<file path="src/rtl/fetch_queue_pkg.sv">
// rtl/fetch_queue_pkg.sv - shared constants and entry type for the fetch queue
package fetch_queue_pkg;

  localparam logic [31:0] IMEM_BASE_ADDR = 32'h0100_0000;
  localparam int          FQ_DEPTH       = 4;
  localparam int          FQ_AWIDTH      = 32;
  localparam int          FQ_DWIDTH      = 32;

  typedef struct packed {
    logic [FQ_AWIDTH-1:0] pc;
    logic [FQ_DWIDTH-1:0] insn;
  } fq_entry_t;

endpackage

</file>
<file path="src/rtl/fetch_queue_sync_fifo.sv">
// rtl/fetch_queue_sync_fifo.sv - fetch queue storage: synchronous fifo with flush
module sync_fifo #(
  parameter int WIDTH = 64,
  parameter int DEPTH = 4
) (
  input  logic                       clk,
  input  logic                       rst,
  input  logic                       flush,
  input  logic                       push,
  input  logic                       pop,
  input  logic [WIDTH-1:0]           wdata,
  output logic [WIDTH-1:0]           rdata,
  output logic [$clog2(DEPTH+1)-1:0] count
);

  localparam int PW = $clog2(DEPTH);
  localparam int CW = $clog2(DEPTH+1);

  logic [WIDTH-1:0] mem [DEPTH];
  logic [PW-1:0]    head;
  logic [PW-1:0]    tail;

  // Storage is never reset; the head word is only meaningful while count != 0.
  always_ff @(posedge clk) begin
    if (push && !flush && !rst) begin
      mem[tail] <= wdata;
    end
  end

  always_ff @(posedge clk) begin
    if (rst || flush) begin
      head  <= '0;
      tail  <= '0;
      count <= '0;
    end else begin
      if (push) tail <= tail + PW'(1);
      if (pop)  head <= head + PW'(1);
      case ({push, pop})
        2'b10:   count <= count + CW'(1);
        2'b01:   count <= count - CW'(1);
        default: count <= count;
      endcase
    end
  end

  assign rdata = mem[head];

endmodule

</file>
<file path="src/rtl/fetch_queue.sv">
// rtl/fetch_queue.sv - instruction fetch queue: PC generation, redirect and decode handshake
module fetch_queue
  import fetch_queue_pkg::*;
#(
  parameter int                AWIDTH   = 32,
  parameter int                DWIDTH   = 32,
  parameter logic [AWIDTH-1:0] BASEADDR = AWIDTH'(IMEM_BASE_ADDR),
  parameter int                DEPTH    = FQ_DEPTH
) (
  input  logic                       clk,
  input  logic                       rst,
  output logic [AWIDTH-1:0]          imem_addr_o,
  output logic                       imem_read_en_o,
  input  logic [DWIDTH-1:0]          imem_data_i,
  input  logic                       redirect_i,
  input  logic [AWIDTH-1:0]          redirect_pc_i,
  output logic                       valid_o,
  input  logic                       ready_i,
  output logic [AWIDTH-1:0]          pc_o,
  output logic [DWIDTH-1:0]          insn_o,
  output logic [$clog2(DEPTH+1)-1:0] count_o
);

  localparam int CW = $clog2(DEPTH+1);

  logic [AWIDTH-1:0]        pc_q;
  logic                     pop;
  logic                     push;
  logic [AWIDTH+DWIDTH-1:0] rdata;

  assign valid_o        = (count_o != '0);
  assign pop            = valid_o && ready_i;
  // A full queue can still take a word when the head leaves in the same cycle.
  assign push           = !redirect_i && ((count_o < CW'(DEPTH)) || pop);
  assign imem_read_en_o = push;
  assign imem_addr_o    = pc_q;

  always_ff @(posedge clk) begin
    if (rst) begin
      pc_q <= BASEADDR;
    end else if (redirect_i) begin
      pc_q <= {redirect_pc_i[AWIDTH-1:2], 2'b00};
    end else if (push) begin
      pc_q <= pc_q + AWIDTH'(4);
    end
  end

  sync_fifo #(
    .WIDTH (AWIDTH + DWIDTH),
    .DEPTH (DEPTH)
  ) u_fifo (
    .clk   (clk),
    .rst   (rst),
    .flush (redirect_i),
    .push  (push),
    .pop   (pop),
    .wdata ({pc_q, imem_data_i}),
    .rdata (rdata),
    .count (count_o)
  );

  assign pc_o   = rdata[AWIDTH+DWIDTH-1:DWIDTH];
  assign insn_o = rdata[DWIDTH-1:0];

endmodule
</file>
<file path="config.mk">
export PLATFORM = sky130hd
export DESIGN_NAME = fetch_queue
export DESIGN_NICKNAME = d
export VERILOG_FILES = /design/src/rtl/fetch_queue_pkg.sv /design/src/rtl/fetch_queue_sync_fifo.sv /design/src/rtl/fetch_queue.sv
export SDC_FILE = /design/constraint.sdc
export NUM_CORES = 1
export LEC_CHECK = 0
export ABC_CLOCK_PERIOD_IN_PS = 7800
export CAP_MARGIN = 30
export CORE_MARGIN = 1
export CORE_UTILIZATION = 28
export DETAILED_ROUTE_END_ITERATION = 10
export SLEW_MARGIN = 20
export SYNTH_ARGS = -nofsm -noshare
export SYNTH_HDL_FRONTEND = slang
export SYNTH_SLANG_ARGS = --single-unit
</file>
<file path="constraint.sdc">
create_clock -name clk -period 7.8 [get_ports clk]
set_input_delay 0.78 -clock clk [delete_from_list [all_inputs] [get_ports clk]]
set_output_delay 0.78 -clock clk [all_outputs]
set_load 0.02 [all_outputs]
</file>
==> impl_metrics.ini, run 1 <==
[outcome]
status = finished clean

[synthesis]
synth-edff-count = 248
ys_types = 51
yosysWarnings = 0
synth.cell_area_sq_um = 11300
async_flop_share = 0
synthCells = 621
synth-seq-cells = 287
avgSynthCellArea_sq_um = 18.2
yosys_most_used_dff = edfxtp_1
ys_seq_area_frac = 0.727

[timing]
skew_ns = 0.0116
max_freq_mhz = 250
slew_viol_final = 0
max_slew_margin = 0.400
post-route-min-period_ns = 4.00
rsz0062_at_grt = no
setup_viol = 0
hold_viol = 0
fin_crit_sh = 0.513
hold_slack_ns = 0.502
fin_tns_setup_ns = 0
worstMarginPinSlew_ns = 0.891
layout_setup_ws_ns = 3.80

[critical_path]
worst_setup_path_start_kind = register
r2r_end = imem_addr_o[23]$_SDFFE_PP0P_
cp.arrival_ns = 3.22
ff2ff_path_depth = 4
path_max_fanout = 37
crit_required_ns = 7.02
r2r-start = imem_addr_o[4]$_SDFFE_PP0P_
crit_type = register to output pin
r2r_slack_ns = 5.21
cp-end-kind = output pin

[finish]
stdcell_area_sq_um = 14600
stdcell_count = 1344
nets = 870
diodes = 0
drive_above_1_share = 0.160
final_util = 0.367
area_growth_syn_to_layout_pct = 29.1
fillers = 3796

[die]
die_w_um = 203
rows = 73
pin_count = 169
die_h_um = 203
dieArea_sq_um = 41200
start_util = 0.284
core_sq_um = 39800

[clock_tree]
post-cts-setup-buffers = 0
cts_made_buffers = 31
cts_root_buf = clkbuf_16
cts.sink_count = 287
cts_hold_buf = 0
htreeDepth = 1
cts_tree = yes
path_clk_slew_ns = 0.06
clk_latency_ns = 0.55
ctsResizeCount = 0
clock_path_buffers = 3

[grt]
grt.overflow.total = 0
grt_max_degree = 46
antenna_found_initial = 0
grt_pass1_vias = 6603
grt_pass1_wl_mm = 40.9
grt_util_all_layers = 0.131

[placed_design]
dp_cells = 1287
place.gp.congestion = 0.802
dpl.hpwl_mm = 17.2
port_buffers = 162
place_area_sq_um = 13600
place_ws_ns = 4.21

[power_and_ir_drop]
switching_power_uw = 744
internal_power_mw = 2.69
power_mw = 3.44
power_density_nw_per_um2 = 235
swShare = 0.217
p_leak_nw = 4.57
pwr-share-clk = 0.420
p_seq_frac = 0.509
irDropWorstVdd_mv = 0.104
pwr-share-comb = 0.071

[min_path]
hp-start = u_fifo.tail[1]$_SDFFE_PP0P_
whs_endpoint = u_fifo.tail[1]$_SDFFE_PP0P_
hold_path_depth = 2
min_path_type = register to register

[route]
ant_nets = 0
vias_per_cell = 4.80
vias = 6445
drc = 0
firstDrtPassIters = 4
drt-total-wl_mm = 27.2
drt_iter0_markers = 362
wl_per_cell_um = 20.2

[flow_run]
max-cap-violations = 0
==> state kept, by name, indices dropped and copies added, names as in the netlist, named ones only <==
signal,count
u_fifo.mem,248
imem_addr_o,30
u_fifo.count,3
u_fifo.head,2
u_fifo.tail,2
==> cell type report <==
cell class / count / area [sq um] / area share
Clock buffer: 45 / 858 / 0.0587
Clock inverter: 12 / 149 / 0.0102
Inverter: 19 / 71.3 / 0.00488
Multi-Input combinational cell: 283 / 2890 / 0.197
Sequential cell: 287 / 8240 / 0.564
Tap cell: 525 / 657 / 0.0450
Timing Repair Buffer: 173 / 1750 / 0.120
==> power by group through the flow <==
stage	sequential, mW	combinational [mW]	clock [mW]
global route	1.76	0.261	1.55
global placement	1.78	0.243	0
finish	1.75	0.244	1.44
floorplan	1.78	0.108	0
CTS	1.75	0.248	1.49
detailed placement	1.78	0.247	0
==> worst max path at each step <==
| stage | end | slack, ns | from |
|---|---|---|---|
| after floorplan | u_fifo.mem[0][0]$_DFFE_PP_ | 4.45 | ready_i |
| after global placement | u_fifo.mem[2][48]$_DFFE_PP_ | 4.21 | ready_i |
| after detailed placement | u_fifo.mem[2][21]$_DFFE_PP_ | 4.21 | ready_i |
| after CTS | pc_o[17] | 3.61 | register |
| after global routing | pc_o[3] | 3.51 | register |
| final | pc_o[3] | 3.80 | register |
==> cell usage after synthesis (6+ instances only) <==
cell type	number	area, sq um
clkbuf_1	20	75.1
a211oi_1	10	75.1
inv_1	18	67.6
xnor2_1	10	87.6
ha_1	6	75.1
and3_1	10	62.6
edfxtp_1	248	7450
nor2_1	32	120
xor2_1	6	52.6
dfxtp_1	39	781
nand4_1	16	100
nor4_1	10	62.6
mux4_2	62	1400
buf_2	8	40.0
nand2_1	21	78.8
and2_1	6	37.5
and4_1	6	52.6
nand3_1	8	40.0
a31oi_1	6	37.5
==> cells in the final DEF, fill, tap and decap left out, drive strengths merged, types with 2 or more instances in the layout <==
master         count
edfxtp           248
clkdlybuf4s50    162
mux4              62
clkbuf            45
dfxtp             39
nor2              32
nand2             21
inv               19
nand4             19
buf               11
nor4              10
a211oi            10
xnor2             10
and3              10
nand3              8
clkinv             8
xor2               6
and2               6
a31oi              6
and4               6
ha                 6
a2111oi            6
o31a               5
or3                5
a21oi              5
a311oi             5
nor3               5
or4                4
o211ai             4
o21ai              4
conb               4
nor2b              3
bufinv             3
nand2b             2
o21a               2
nor4b              2
o311ai             2
o22ai              2
a311o              2
==> routing by layer <==
layer | vias to the layer above | routed length [um] | track usage
met5 | - | 0 | 0
met4 | 0 | 528 | 0.0365
met3 | 39 | 1630 | 0.0252
met2 | 214 | 13400 | 0.218
met1 | 3312 | 11600 | 0.173
li1 | 2880 | - | -
==> worst max-delay path, cell delays in order (launching register included) <==
cell             delay, ns
dfxtp_4               0.69
buf_4                 0.75
mux4_2                0.59
clkdlybuf4s50_1       0.63
==> kinds of logic after synthesis <==
family | synth area share
flip-flops | 0.727
AND/OR/NAND/NOR | 0.0681
multiplexers | 0.123
AO/OA/AOI/OAI | 0.0396
buffers and inverters | 0.0205
XOR/XNOR | 0.0124
adder cells (fa/ha/maj) | 0.00841
other | 0.000331
(Power assumes the default switching activity.)
==> run 2, diff against run 1 <==
ABC_CLOCK_PERIOD_IN_PS = 3600   (was 7800)
clock period = 3.6 ns   (was 7.8 ns; I/O delays follow)
==> run 2 against run 1 <==
  * Clock skew down 0.0037 ns
  * Cell count up 1.4%
  * Via count grew 0.12%
  * Sequential cell count unchanged
  * Clock power is 130% higher
  * Die area did not move
  * Worst setup slack got worse by 3.2 ns
  * Hold slack lost 0.085 ns
  * Sequential power rose by 120%
  * First-iteration DRC count is 17% higher
  * Critical path depth stayed put
  * Critical endpoint is now pc_o[2]
  * Largest power group unchanged
==> impl_metrics.ini, run 2 (same netlist as run 1, synthesis figures left out) <==
[outcome]
status = finished clean

[power_and_ir_drop]
p_leak_nw = 4.68
irDropWorstVdd_mv = 0.192
power_density_nw_per_um2 = 516

[timing]
max_freq_mhz = 335
layout_setup_ws_ns = 0.614
hold_slack_ns = 0.418
worstMarginPinSlew_ns = 0.847
skew_ns = 0.00788
hold_viol = 0
slew_viol_final = 0
rsz0062_at_grt = no
setup_viol = 0
fin_crit_sh = 0.829
max_slew_margin = 0.430
fin_tns_setup_ns = 0
post-route-min-period_ns = 2.99

[clock_tree]
cts.sink_count = 287
cts_tree = yes
htreeDepth = 2
path_clk_slew_ns = 0.06
cts_hold_buf = 0
ctsResizeCount = 0
clock_path_buffers = 3
cts_made_buffers = 34
post-cts-setup-buffers = 0
cts_root_buf = clkbuf_16
clk_latency_ns = 0.50

[critical_path]
cp_slowest_cell = dfxtp_4
cp.arrival_ns = 2.63
r2r_slack_ns = 1.27
cp-end-kind = output pin
worst_setup_path_start_kind = register
slowest_delay_ns = 0.70
path_max_fanout = 22
path_buf_inv = 2
critPathTopFamily = buffers and inverters
path_cells = buf_12, mux4_2, clkdlybuf4s50_1
crit_required_ns = 3.24
crit_type = register to output pin

[grt]
grt_pass1_wl_mm = 41.4
grt_util_all_layers = 0.134
grt.overflow.total = 0
grt_max_degree = 37
antenna_found_initial = 1
grt_pass1_vias = 6539

[flow_run]
max-cap-violations = 0

[placed_design]
port_buffers = 162
place.gp.congestion = 0.791
dpl.hpwl_mm = 17.5
place_ws_ns = 0.852

[route]
firstDrtPassIters = 5
vias_per_cell = 4.73
vias = 6453
drt_iter0_markers = 423
drt-total-wl_mm = 27.5
ant_nets = 0
drc = 0
wl_per_cell_um = 20.2

[finish]
fillers = 3805
multi_input_area_sq_um = 2890
nets = 887
most-common-layout-cells = 248 x edfxtp_1, 162 x clkdlybuf4s50_1, 62 x mux4_2
top_register = u_fifo.mem
area_growth_syn_to_layout_pct = 31.1
drive_above_1_share = 0.178
mostFrequentLayoutCell = edfxtp_1
ff_latch_area_sq_um = 8240
largest_register_ffs = 248

[die]
dieArea_sq_um = 41200
die_h_um = 203
pin_count = 169
core_sq_um = 39800
die_w_um = 203
start_util = 0.284
rows = 73

[min_path]
min_path_type = input port to register
## run 2: cell types whose count changed in the layout (fill, tap and decap cells not counted), sizes merged
cell | previous run | this run
clkbuf | 45 | 42
clkinv | 8 | 14
clkinvlp | 1 | 4
buf | 11 | 25
bufinv | 3 | 2
inv | 19 | 18
diode | 0 | 1
## run 2: final timing paths
check                                                  start                      endpoint  cells after the start
worst max-delay path                                register                       pc_o[2]                      3
worst min-delay path                       redirect_pc_i[28]  imem_addr_o[28]$_SDFFE_PP0P_                      3
worst max register to register  u_fifo.count[2]$_SDFFE_PP0P_  u_fifo.count[2]$_SDFFE_PP0P_                      8
worst min register to register   u_fifo.tail[1]$_SDFFE_PP0P_   u_fifo.tail[1]$_SDFFE_PP0P_                      2
## run 2: where the power goes
part           internal [mW]  switching [mW]
clock network           2.01            1.31
registers               3.70          0.0802
logic                  0.274           0.273
total                   5.99            1.67
## run 2: metrics by stage
stage / utilization / power [mW] / area (sq um) / cells
after CTS: 0.372 / 7.76 / 14800 / 1362
after global placement: 0.345 / 4.40 / 13700 / 1301
final: 0.372 / 7.65 / 14800 / 1363
after floorplan: - / 4.09 / 11300 / 624
after detailed placement: 0.345 / 4.41 / 13700 / 1301
after global routing: 0.372 / 7.91 / 14800 / 1363
## run 2: final cells by class
type | count | share of cell area
multi-input cells | 283 | 0.195
inverters | 19 | 0.00481
clock buffers | 42 | 0.0637
clock inverters | 19 | 0.0101
well taps | 525 | 0.0443
flip-flops and latches | 287 | 0.555
diodes | 1 | 0.000169
repair buffers | 187 | 0.127
## run 2: tightest hold or removal path, delay by kind of cell
kind                   cells  cell delay, ns
buffers and inverters      2            0.44
AO/OA/AOI/OAI              1            0.07
## run 2: per-layer routing
layer,vias to the layer above,track usage,routed length [um]
met3,42,0.0335,1780
met5,-,0,0
li1,2911,-,-
met2,248,0.213,13100
met1,3252,0.180,12000
met4,0,0.0443,622
